`src/rtl/mac_4bit_ctrl.sv`:
```
// Multiply-accumulate controller around an external 4x4 combinational multiplier.
// Optional macro MAC_SAT_EN: saturate the accumulator on overflow instead of wrapping.
module mac_4bit_ctrl #(
  parameter int ACC_W = 12,
  parameter int LEN_W = 4
) (
  input  logic             i_clk,
  input  logic             i_rst,
  input  logic             i_start,
  input  logic [LEN_W-1:0] i_len,
  input  logic             i_valid,
  input  logic [3:0]       i_op1,
  input  logic [3:0]       i_op2,
  output logic             o_ready,
  output logic [3:0]       o_mult_op1,
  output logic [3:0]       o_mult_op2,
  input  logic [7:0]       i_mult,
  output logic [ACC_W-1:0] o_acc,
  output logic             o_busy,
  output logic             o_done,
  output logic             o_ovf
);

  typedef enum logic [1:0] {IDLE, RUN, DRAIN, DONE} state_t;

  state_t           state;
  logic [LEN_W-1:0] len_q;
  logic [LEN_W-1:0] cnt_q;
  logic [LEN_W-1:0] cnt_nxt;
  logic             s1_vld;
  logic             s2_vld;
  logic [7:0]       prod_q;
  logic [ACC_W:0]   sum;
  logic             carry;

  assign cnt_nxt = cnt_q + 1'b1;
  assign sum     = {1'b0, o_acc} + {{(ACC_W - 7){1'b0}}, prod_q};
  assign carry   = sum[ACC_W];

  always_ff @(posedge i_clk) begin
    if (i_rst) begin
      state      <= IDLE;
      len_q      <= '0;
      cnt_q      <= '0;
      s1_vld     <= 1'b0;
      s2_vld     <= 1'b0;
      prod_q     <= '0;
      o_mult_op1 <= '0;
      o_mult_op2 <= '0;
      o_acc      <= '0;
      o_ovf      <= 1'b0;
      o_ready    <= 1'b0;
      o_busy     <= 1'b0;
      o_done     <= 1'b0;
    end else begin
      o_done <= 1'b0;
      s1_vld <= 1'b0;
      s2_vld <= s1_vld;
      if (s1_vld) prod_q <= i_mult;

      if (s2_vld) begin
        o_ovf <= o_ovf | carry;
`ifdef MAC_SAT_EN
        // once saturated, the accumulator is pinned for the rest of the burst
        if (carry || o_ovf) o_acc <= '1;
        else                o_acc <= sum[ACC_W-1:0];
`else
        o_acc <= sum[ACC_W-1:0];
`endif
      end

      case (state)
        IDLE: begin
          if (i_start) begin
            o_acc <= '0;
            o_ovf <= 1'b0;
            cnt_q <= '0;
            if (i_len != '0) begin
              len_q   <= i_len;
              state   <= RUN;
              o_ready <= 1'b1;
              o_busy  <= 1'b1;
            end else begin
              state  <= DONE;
              o_done <= 1'b1;
            end
          end
        end
        RUN: begin
          if (i_valid) begin
            o_mult_op1 <= i_op1;
            o_mult_op2 <= i_op2;
            s1_vld     <= 1'b1;
            cnt_q      <= cnt_nxt;
            if (cnt_nxt == len_q) begin
              state   <= DRAIN;
              o_ready <= 1'b0;
            end
          end
        end
        DRAIN: begin
          // last product is in stage 2 and nothing is behind it
          if (s2_vld && !s1_vld) begin
            state  <= DONE;
            o_busy <= 1'b0;
            o_done <= 1'b1;
          end
        end
        DONE: state <= IDLE;
        default: state <= IDLE;
      endcase
    end
  end

endmodule

```
`config.mk`:
```
export PLATFORM = sky130hd
export DESIGN_NAME = mac_4bit_ctrl
export DESIGN_NICKNAME = d
export VERILOG_FILES = /design/src/rtl/mac_4bit_ctrl.sv
export SDC_FILE = /design/constraint.sdc
export NUM_CORES = 1
export LEC_CHECK = 0
export BUFFER_PORTS_ARGS = -buffer_cell sky130_fd_sc_hd__buf_2
export CORE_ASPECT_RATIO = 2
export CORE_UTILIZATION = 40
export CTS_CLUSTER_SIZE = 8
export DETAILED_ROUTE_END_ITERATION = 7
export GPL_ROUTABILITY_DRIVEN = 0
export HOLD_SLACK_MARGIN = 0.03
export PLACE_DENSITY = 0.6
export SYNTH_ARGS = -nofsm -noshare
export SYNTH_HDL_FRONTEND = slang
export SYNTH_SLANG_ARGS = --single-unit
```
`constraint.sdc`:
```
create_clock -name i_clk -period 2.2 [get_ports i_clk]
set_clock_uncertainty 0.15 [all_clocks]
set_input_delay 0 -clock i_clk [delete_from_list [all_inputs] [get_ports i_clk]]
set_output_delay 0 -clock i_clk [all_outputs]
set_load 0.03 [all_outputs]
```
Word-level counts from Yosys, hierarchy flattened --
Index checks and enable logic that the tools add are counted.
Cells by class: add/subtract/negate cells 2, eq/ne operators 9, muxes and demuxes 27, bitwise operators 2, reduce and logical (&&, ||, !) cells 13
Operators by type and width (number):
- 12-bit 2-to-1 mux | 3
- 12-bit by 8-bit adder with 13-bit output | 1
- 1-bit 2-to-1 mux | 12
- 2-bit 2-to-1 mux | 5
- 2-bit != test, second input constant | 5
- 4-bit 2-to-1 mux | 2
- 2-bit one-hot mux with 4 select lines | 1
- 4-bit one-hot mux with 2 select lines | 1
- 4-bit AND reduction | 2
- 1-bit one-hot mux with 2 select lines | 3
- 3-bit AND reduction | 2
- 5-bit AND reduction | 1
- 4-bit by 1-bit adder with 4-bit output, second input constant | 1
- 2-bit == test, second input constant | 2
- 4-bit == test | 1
- 2-bit nonzero test | 2
- 4-bit nonzero test | 1
- 2-bit by 1-bit == test with 1-bit output, second input constant | 1
- 2-bit logical NOT | 1
- 2-bit AND reduction | 1
- 2-bit OR reduction | 1
- 1-bit logical AND | 1
- 1-bit logical NOT | 1
- 1-bit NOT | 1
- 1-bit bitwise OR | 1
Storage, ports and cells: register bits after elaboration 44, input port bits 24, output and inout port bits 24, word-level logic and storage cells 66

Longest topological paths before layout --
Gate-level depths: netlist of the first run.
depth after elaboration 5, depth in mapped cells 8, gate-level depth less buffers 7

Worst setup path before layout of the first run --
No wires, ideal clock.
kind reg2reg, start point register o_acc[1], end point register o_acc[7], setup time 0.062 ns, arrival 1.884 ns, required time 1.988 ns, setup slack 0.103 ns, stages on the path, launching flop included 7, path buffers 0, clock period less this slack 2.097 ns, path through dfxtp_1 ha_1 a21o_2 and4_2 o211a_1 or3_1 nand3_1
On the way: longest elaborated chain between the ends 4
RTL lines:
- start: declaration | line 18 | output logic [ACC_W-1:0] o_acc,
- start signal: assignment | line 68 | o_acc <= sum[ACC_W-1:0];
- 12-bit by 8-bit adder with 13-bit output * | line 37 | assign sum = {1'b0, o_acc} + {{(ACC_W - 7){1'b0}}, prod_q};
- 12-bit 2-to-1 mux * | line 61 | if (s2_vld) begin
- 12-bit 2-to-1 mux | line 74 | if (i_start) begin
- 12-bit 2-to-1 mux * | line 72 | case (state)
Every way passes the cells marked *; elsewhere a longest branch is shown, timed or not. A chain may end at the register's enable or synchronous reset.

Final worst setup path of the first run --
start point register o_acc[4], end point register o_acc[7]
The elaborated chain is that of the path after synthesis.

==> results of run 1 <==
==> sequential cells by signal, summed over array words and instances, names as in the netlist <==
signal      cells
o_acc          12
s1_vld          1
o_ready         1
s2_vld          1
cnt_q           4
o_mult_op2      4
state           2
o_busy          1
o_mult_op1      4
prod_q          8
o_done          1
o_ovf           1
len_q           4
==> critical path, stage by stage (launching register included) <==
cell and delay, ns:
sky130_fd_sc_hd__dfxtp_1 0.34, sky130_fd_sc_hd__ha_1 0.36, sky130_fd_sc_hd__a21o_1 0.23, sky130_fd_sc_hd__a31o_1 0.21
sky130_fd_sc_hd__o211a_1 0.23, sky130_fd_sc_hd__or3_1 0.36, sky130_fd_sc_hd__nand3_1 0.08
==> metal layers <==
metal  wire (µm)  global-route usage  share of wire  vias up
met2        3060               0.406           0.58       35
met4         142              0.0883          0.027        0
met3         115              0.0303          0.022       13
li1            -                   -              -     1015
met1        1990               0.204           0.37      938
met5           0                   0              0        -
==> Yosys cell counts, types with 2 or more instances <==
library cell / number / area share
sky130_fd_sc_hd__a21oi_1: 20 / 0.047
sky130_fd_sc_hd__xor2_1: 2 / 0.0082
sky130_fd_sc_hd__o211ai_1: 2 / 0.0070
sky130_fd_sc_hd__a211oi_1: 3 / 0.011
sky130_fd_sc_hd__a21o_2: 2 / 0.0082
sky130_fd_sc_hd__nand2b_1: 4 / 0.012
sky130_fd_sc_hd__a221oi_1: 2 / 0.0082
sky130_fd_sc_hd__a21o_1: 2 / 0.0070
sky130_fd_sc_hd__nand3_1: 8 / 0.019
sky130_fd_sc_hd__a31oi_1: 2 / 0.0058
sky130_fd_sc_hd__o21ai_0: 8 / 0.019
sky130_fd_sc_hd__nand2_1: 27 / 0.047
sky130_fd_sc_hd__clkbuf_1: 7 / 0.012
sky130_fd_sc_hd__xnor2_1: 10 / 0.041
sky130_fd_sc_hd__dfxtp_1: 44 / 0.41
sky130_fd_sc_hd__buf_2: 3 / 0.0070
sky130_fd_sc_hd__a22oi_1: 2 / 0.0070
sky130_fd_sc_hd__nor3_1: 2 / 0.0047
sky130_fd_sc_hd__ha_1: 12 / 0.070
sky130_fd_sc_hd__mux2i_1: 21 / 0.098
sky130_fd_sc_hd__nor2_1: 29 / 0.051
sky130_fd_sc_hd__inv_1: 6 / 0.011
==> how the worst max path moves through the flow <==
stage | slack [ns] | depth (start not counted) | endpoint | start
CTS | 0.06 | 6 | o_mult_op1[2]$_SDFFE_PP0P_ | state[1]$_SDFFE_PP0P_
global route | 0.04 | 7 | o_acc[11]$_SDFF_PP0_ | o_acc[4]$_SDFF_PP0_
finish | 0.16 | 6 | o_acc[7]$_SDFF_PP0_ | o_acc[4]$_SDFF_PP0_
floorplan | 0.10 | 6 | o_acc[7]$_SDFF_PP0_ | o_acc[1]$_SDFF_PP0_
global placement | 0.12 | 7 | o_acc[10]$_SDFF_PP0_ | o_acc[0]$_SDFF_PP0_
detailed placement | 0.08 | 7 | o_acc[10]$_SDFF_PP0_ | o_acc[0]$_SDFF_PP0_
==> stage by stage <==
stage | utilization | setup WS (ns) | hold WS, ns | power (W) | cells
floorplan | - | 0.103 | -0.0140 | 0.00145 | 239
global placement | 0.482 | 0.118 | 0.0854 | 0.00164 | 343
detailed placement | 0.482 | 0.0848 | 0.0935 | 0.00165 | 343
CTS | 0.568 | 0.0556 | 0.320 | 0.00226 | 386
global route | 0.569 | 0.0397 | 0.343 | 0.00239 | 386
finish | 0.569 | 0.165 | 0.320 | 0.00224 | 386
==> layout by cell type, fill, tap and decap left out, drive strengths merged, types with 2 or more instances in the layout <==
master,synthesis,layout
buf,3,56
dfxtp,44,44
dlygate4sd3,0,35
nor2,29,29
nand2,27,27
mux2i,21,21
a21oi,20,20
ha,12,12
xnor2,10,10
nand3,9,9
o21ai,8,8
clkbuf,7,7
inv,6,6
nand2b,4,4
a21o,4,4
a211oi,3,3
o211ai,2,2
nor3,2,2
a221oi,2,2
xor2,2,2
a31oi,2,2
a22oi,2,2
a31o,2,2
or3,2,2
==> where the power goes <==
group | switching (W) | internal (W) | total, W
combinational | 0.000443 | 0.000329 | 0.000772
clock | 0.000284 | 0.000256 | 0.000539
sequential | 0.0000484 | 0.000876 | 0.000925
==> logic make-up after synthesis <==
logic type      after synthesis  synth area share
compound gates               53             0.160
xor+xnor                     12            0.0491
fa+ha+maj                    13            0.0795
buf+inv                      16            0.0298
flops                        44             0.411
mux                          21            0.0982
simple gates                 80             0.172
==> final cells by class <==
| cell class | instances | area, µm² |
|---|---|---|
| Tap cell | 58 | 72.6 |
| Fill cell | 489 | 2210 |
| Inverter | 6 | 22.5 |
| Multi-Input combinational cell | 179 | 1200 |
| Timing Repair Buffer | 91 | 653 |
| Sequential cell | 44 | 881 |
| Clock inverter | 1 | 7.51 |
| Clock buffer | 7 | 86.3 |
==> timing repair <==
| action | CTS | global route |
|---|---|---|
| hold endpoints to repair | 27 | 0 |
| resized for setup | 0 | 2 |
| endpoints found under the setup margin | 0 | 9 |
| hold buffers | 35 | 0 |
==> impl_summary.log, run 1 <==
[metrics] via count of the first global-routing pass: 2049
[metrics] first-pass GRT wire length: 8.94 mm
[metrics] fraction of registers with async set/reset: 0
[metrics] number of standard cells after synthesis: 239
[metrics] DRT Pass-1 Iters: 4
[metrics] power density relative to cell area: 764 nW/µm²
[metrics] Reg2Reg Launch Point: o_acc[4]$_SDFF_PP0_
[metrics] Tcrit/Tclk final: 0.925
[metrics] Core ar.: 5140 µm²
[metrics] Hold Path Cell Cnt: 2
[metrics] total I/O pin count: 48
[metrics] CP max FO: 5
[metrics] TritonCTS clock tree: done
[metrics] residual DRC count: 0
[metrics] number of port buffers: 47
[metrics] count of maximum capacitance violations: 0
[metrics] setup violation total in the final timing report: 0
[metrics] buffers from clock root to sink, at most: 2
[metrics] Cell Area, Synth: 2140 µm²
[metrics] terminus of the critical flop-to-flop path: o_acc[7]$_SDFF_PP0_
[metrics] share of layout cells above drive strength 1: 0.223
[metrics] clock-pin slew on the worst setup and hold paths: 0.09 ns
[metrics] prevailing post-synth register cell: sky130_fd_sc_hd__dfxtp_1
[metrics] Vias: 2001
[metrics] number of placement rows: 37
[metrics] max-slew headroom at the worst pin: 0.575
[metrics] average cell area after synthesis: 8.96 µm²
[metrics] buffers inserted by post-CTS timing repair: 0
[metrics] CP arrival: 2.12 ns
[metrics] Worst Hold Launch: o_mult_op2[0]$_SDFFE_PP0P_
[metrics] setup repair after global routing missed its margin: false
[metrics] Leakage: 1.31 nW
[metrics] initial detailed-routing violation count: 14
[metrics] half-perimeter wire length after placement: 3.74 mm
[metrics] Die X: 53.7 µm
[metrics] max-slew violation count: 0
[metrics] Synthesis Warnings: 0
[metrics] type of the worst setup path: reg -> reg
[metrics] global-route total usage across every layer: 0.212
[metrics] layout overhead on the synthesized area: 36.6%
[metrics] WL/cell: 13.8 µm
[metrics] post-route ant nets: 0
[metrics] total CTS buffers: 5
[metrics] Max Fclk: 491 MHz
[metrics] number of antenna violations at the first check in global routing: 0
[metrics] via density per instance: 5.18
[metrics] Post-synth EDFFs: 0
[metrics] diode insertion count for antenna repair: 0
[metrics] status: finished, final reports clean
[metrics] type of the tightest min-delay check: reg -> reg
[metrics] Die Footprint: 5670 µm²
[metrics] Crit path required time: 2.29 ns
[metrics] Clk Tree Root Cell: sky130_fd_sc_hd__clkbuf_8
[metrics] critical path startpoint category: flop
[metrics] WL final: 5.31 mm
[metrics] worst IR drop on VDD: 0.709 mV
[metrics] insertion delay of the later-clocked pin in the worst-skew pair: 0.30 ns
[metrics] Synthesized Nets: 276
[metrics] largest net degree at the start of global routing: 22
[metrics] Post-layout nets: 364
[metrics] die height: 105 µm
[metrics] CTS HTree Levels: 2
[metrics] post-synthesis register bit count: 44
[metrics] total cell area at the placement stage: 2470 µm²
[metrics] fin crit period: 2.04 ns
[metrics] initial core utilization: 0.417
[metrics] total gr overflow: 0
[metrics] depth of the worst register-to-register path: 6
[metrics] sequential cell area fraction in the yosys report: 0.411
[metrics] worst reg2reg setup slack: 0.16 ns
[metrics] Hold EP: o_mult_op2[0]$_SDFFE_PP0P_
[metrics] number of clock sinks: 44
[metrics] area of all placed cells without fillers: 2930 µm²
[metrics] setup TNS after final layout: 0 ns
[metrics] slew at the pin closest to its max-slew limit: 0.633 ns
[metrics] final count of hold timing violations: 0
[metrics] capturing element type of the critical path: flop
[metrics] unique cell type count in the Yosys netlist: 43
No activity file was read; power rests on OpenSTA's default activity.
==> run 2, diff against run 1 <==
- GPL_TIMING_DRIVEN: not set -> 0
- RECOVER_POWER: not set -> 100
- SLEW_MARGIN: not set -> 20
==> run 2 against run 1 <==
Net effect:
- clock-buffer cell count fell by 1
- combinational power fell by 8.2%
- sequential power barely moved
- via count fell by 0.70%
- worst setup slack got worse by 0.048 ns
- critical path depth did not move
- critical path type unchanged
==> impl_summary.log, run 2 (same netlist as run 1, synthesis figures left out) <==
[metrics] residual DRC count: 0
[metrics] top register by number of flip-flops: o_acc
[metrics] max FFs per register: 12
[metrics] WL/cell: 13.7 µm
[metrics] status: finished, final reports clean
[metrics] total CTS buffers: 5
[metrics] Crit path required time: 2.23 ns
[metrics] pre-CTS setup slack: 0.0603 ns
[metrics] type of the worst setup path: reg -> reg
[metrics] first-pass GRT wire length: 8.63 mm
[metrics] initial core utilization: 0.417
[metrics] fin crit period: 2.08 ns
[metrics] slew at the pin closest to its max-slew limit: 0.688 ns
[metrics] number of port buffers: 46
[metrics] Vias: 1987
[metrics] number of placement rows: 37
[metrics] die height: 105 µm
[metrics] crit-path max cell delay: 0.36 ns
[metrics] Tcrit/Tclk final: 0.947
[metrics] hold_ws: 0.309 ns
[metrics] Leakage: 1.12 nW
[metrics] Die Footprint: 5670 µm²
[metrics] count of maximum capacitance violations: 0
[metrics] post-route ant nets: 0
[metrics] slowest CP cell: sky130_fd_sc_hd__ha_1
[metrics] global-route total usage across every layer: 0.208
[metrics] power density relative to cell area: 813 nW/µm²
[metrics] most common library cell in the layout ignoring fill and taps: sky130_fd_sc_hd__dfxtp_1
[metrics] Clk Tree Root Cell: sky130_fd_sc_hd__clkbuf_8
[metrics] largest net degree at the start of global routing: 14
[metrics] insertion delay of the later-clocked pin in the worst-skew pair: 0.30 ns
[metrics] Die X: 53.7 µm
[metrics] max-slew violation count: 0
[metrics] Post-layout nets: 353
[metrics] diode insertion count for antenna repair: 0
[metrics] buffers from clock root to sink, at most: 2
[metrics] buffers inserted by post-CTS timing repair: 0
[metrics] total I/O pin count: 48
[metrics] worst IR drop on VDD: 0.631 mV
[metrics] registers with the most flip-flops: o_acc x12, prod_q x8
[metrics] Core ar.: 5140 µm²
[metrics] WL final: 5.16 mm
[metrics] number of antenna violations at the first check in global routing: 0
[metrics] setup repair after global routing missed its margin: false
[metrics] top library cells by usage in the layout, fill and taps aside: 44 x sky130_fd_sc_hd__dfxtp_1, 33 x sky130_fd_sc_hd__clkbuf_1, 29 x sky130_fd_sc_hd__nor2_1
[metrics] total gr overflow: 0
[metrics] type of the tightest min-delay check: reg -> reg
[metrics] max-slew headroom at the worst pin: 0.541
[metrics] TritonCTS clock tree: done
[metrics] final count of hold timing violations: 0
[metrics] CTS HTree Levels: 2
[metrics] layout overhead on the synthesized area: 29.2%
[metrics] Max Fclk: 480 MHz
[metrics] setup TNS after final layout: 0 ns
[metrics] capturing element type of the critical path: flop
[metrics] half-perimeter wire length after placement: 3.69 mm
[metrics] total design power: 0.00225 W
[metrics] via density per instance: 5.30
[metrics] number of clock sinks: 44
[metrics] share of layout cells above drive strength 1: 0.126
[metrics] crit path cell chain: ha_1 > a21o_1 > a31o_1 > o21ai_0 > a21boi_0 > mux2i_1
[metrics] CP max FO: 5
[metrics] setup violation total in the final timing report: 0
[metrics] placed cell count: 343
[metrics] via count of the first global-routing pass: 1998
[metrics] final worst-path setup slack: 0.117 ns
[metrics] clock-pin slew on the worst setup and hold paths: 0.09 ns
[metrics] critical path startpoint category: flop
[metrics] final std cells w/o fill: 375
[metrics] DRT Pass-1 Iters: 4
[metrics] CP arrival: 2.11 ns
[metrics] initial detailed-routing violation count: 43
## run 2: metal layers
layer / global-route usage / routed length [µm] / up-vias
li1: - / - / 994
met1: 0.190 / 1880 / 912
met2: 0.386 / 2880 / 56
met3: 0.0361 / 144 / 25
met4: 0.126 / 252 / 0
met5: 0 / 0 / -
## run 2: report_power, final
group          leakage (nW)  switching, W  internal (W)
logic                 0.703      0.000435      0.000274
clock network        0.0552      0.000277      0.000337
registers             0.357     0.0000488      0.000876
## run 2: layout make-up
class	instances	area (µm²)
clock inverters	2	35.0
inverters	6	22.5
repair buffers	70	439
flip-flops and latches	44	881
plain buffers	10	41.3
well taps	58	72.6
multi-input cells	179	1200
clock buffers	6	72.6
fillers	498	2370
## run 2: worst paths after layout
path                               from                    endpoint  slack, ns  depth (start not counted)
max                 o_acc[4]$_SDFF_PP0_        o_acc[11]$_SDFF_PP0_       0.12                          6
min          o_mult_op1[1]$_SDFFE_PP0P_  o_mult_op1[1]$_SDFFE_PP0P_       0.31                          2
max reg2reg         o_acc[4]$_SDFF_PP0_        o_acc[11]$_SDFF_PP0_       0.12                          6
min reg2reg  o_mult_op1[1]$_SDFFE_PP0P_  o_mult_op1[1]$_SDFFE_PP0P_       0.31                          2
## run 2: critical path: cells and delay by family, from the launching register on
kind | cells | cell delay, ns
AOI/OAI and AO/OA | 4 | 0.96
adders and majority gates | 1 | 0.36
DFF | 1 | 0.34
muxes | 1 | 0.16
## run 2: metrics by stage
| step | utilization | area, µm² |
|---|---|---|
| 6_report | 0.538 | 2770 |
| 2_1_floorplan | - | 2140 |
| 4_1_cts | 0.543 | 2790 |
| 3_3_place_gp | 0.476 | 2440 |
| 3_5_place_dp | 0.476 | 2440 |
| 5_1_grt | 0.538 | 2770 |
## run 2: repair_timing
| item | CTS | global route |
|---|---|---|
| hold buffers | 24 | 0 |
| resized for setup | 0 | 1 |
| endpoints found under the setup margin | 0 | 3 |
| hold endpoints to repair | 24 | 0 |
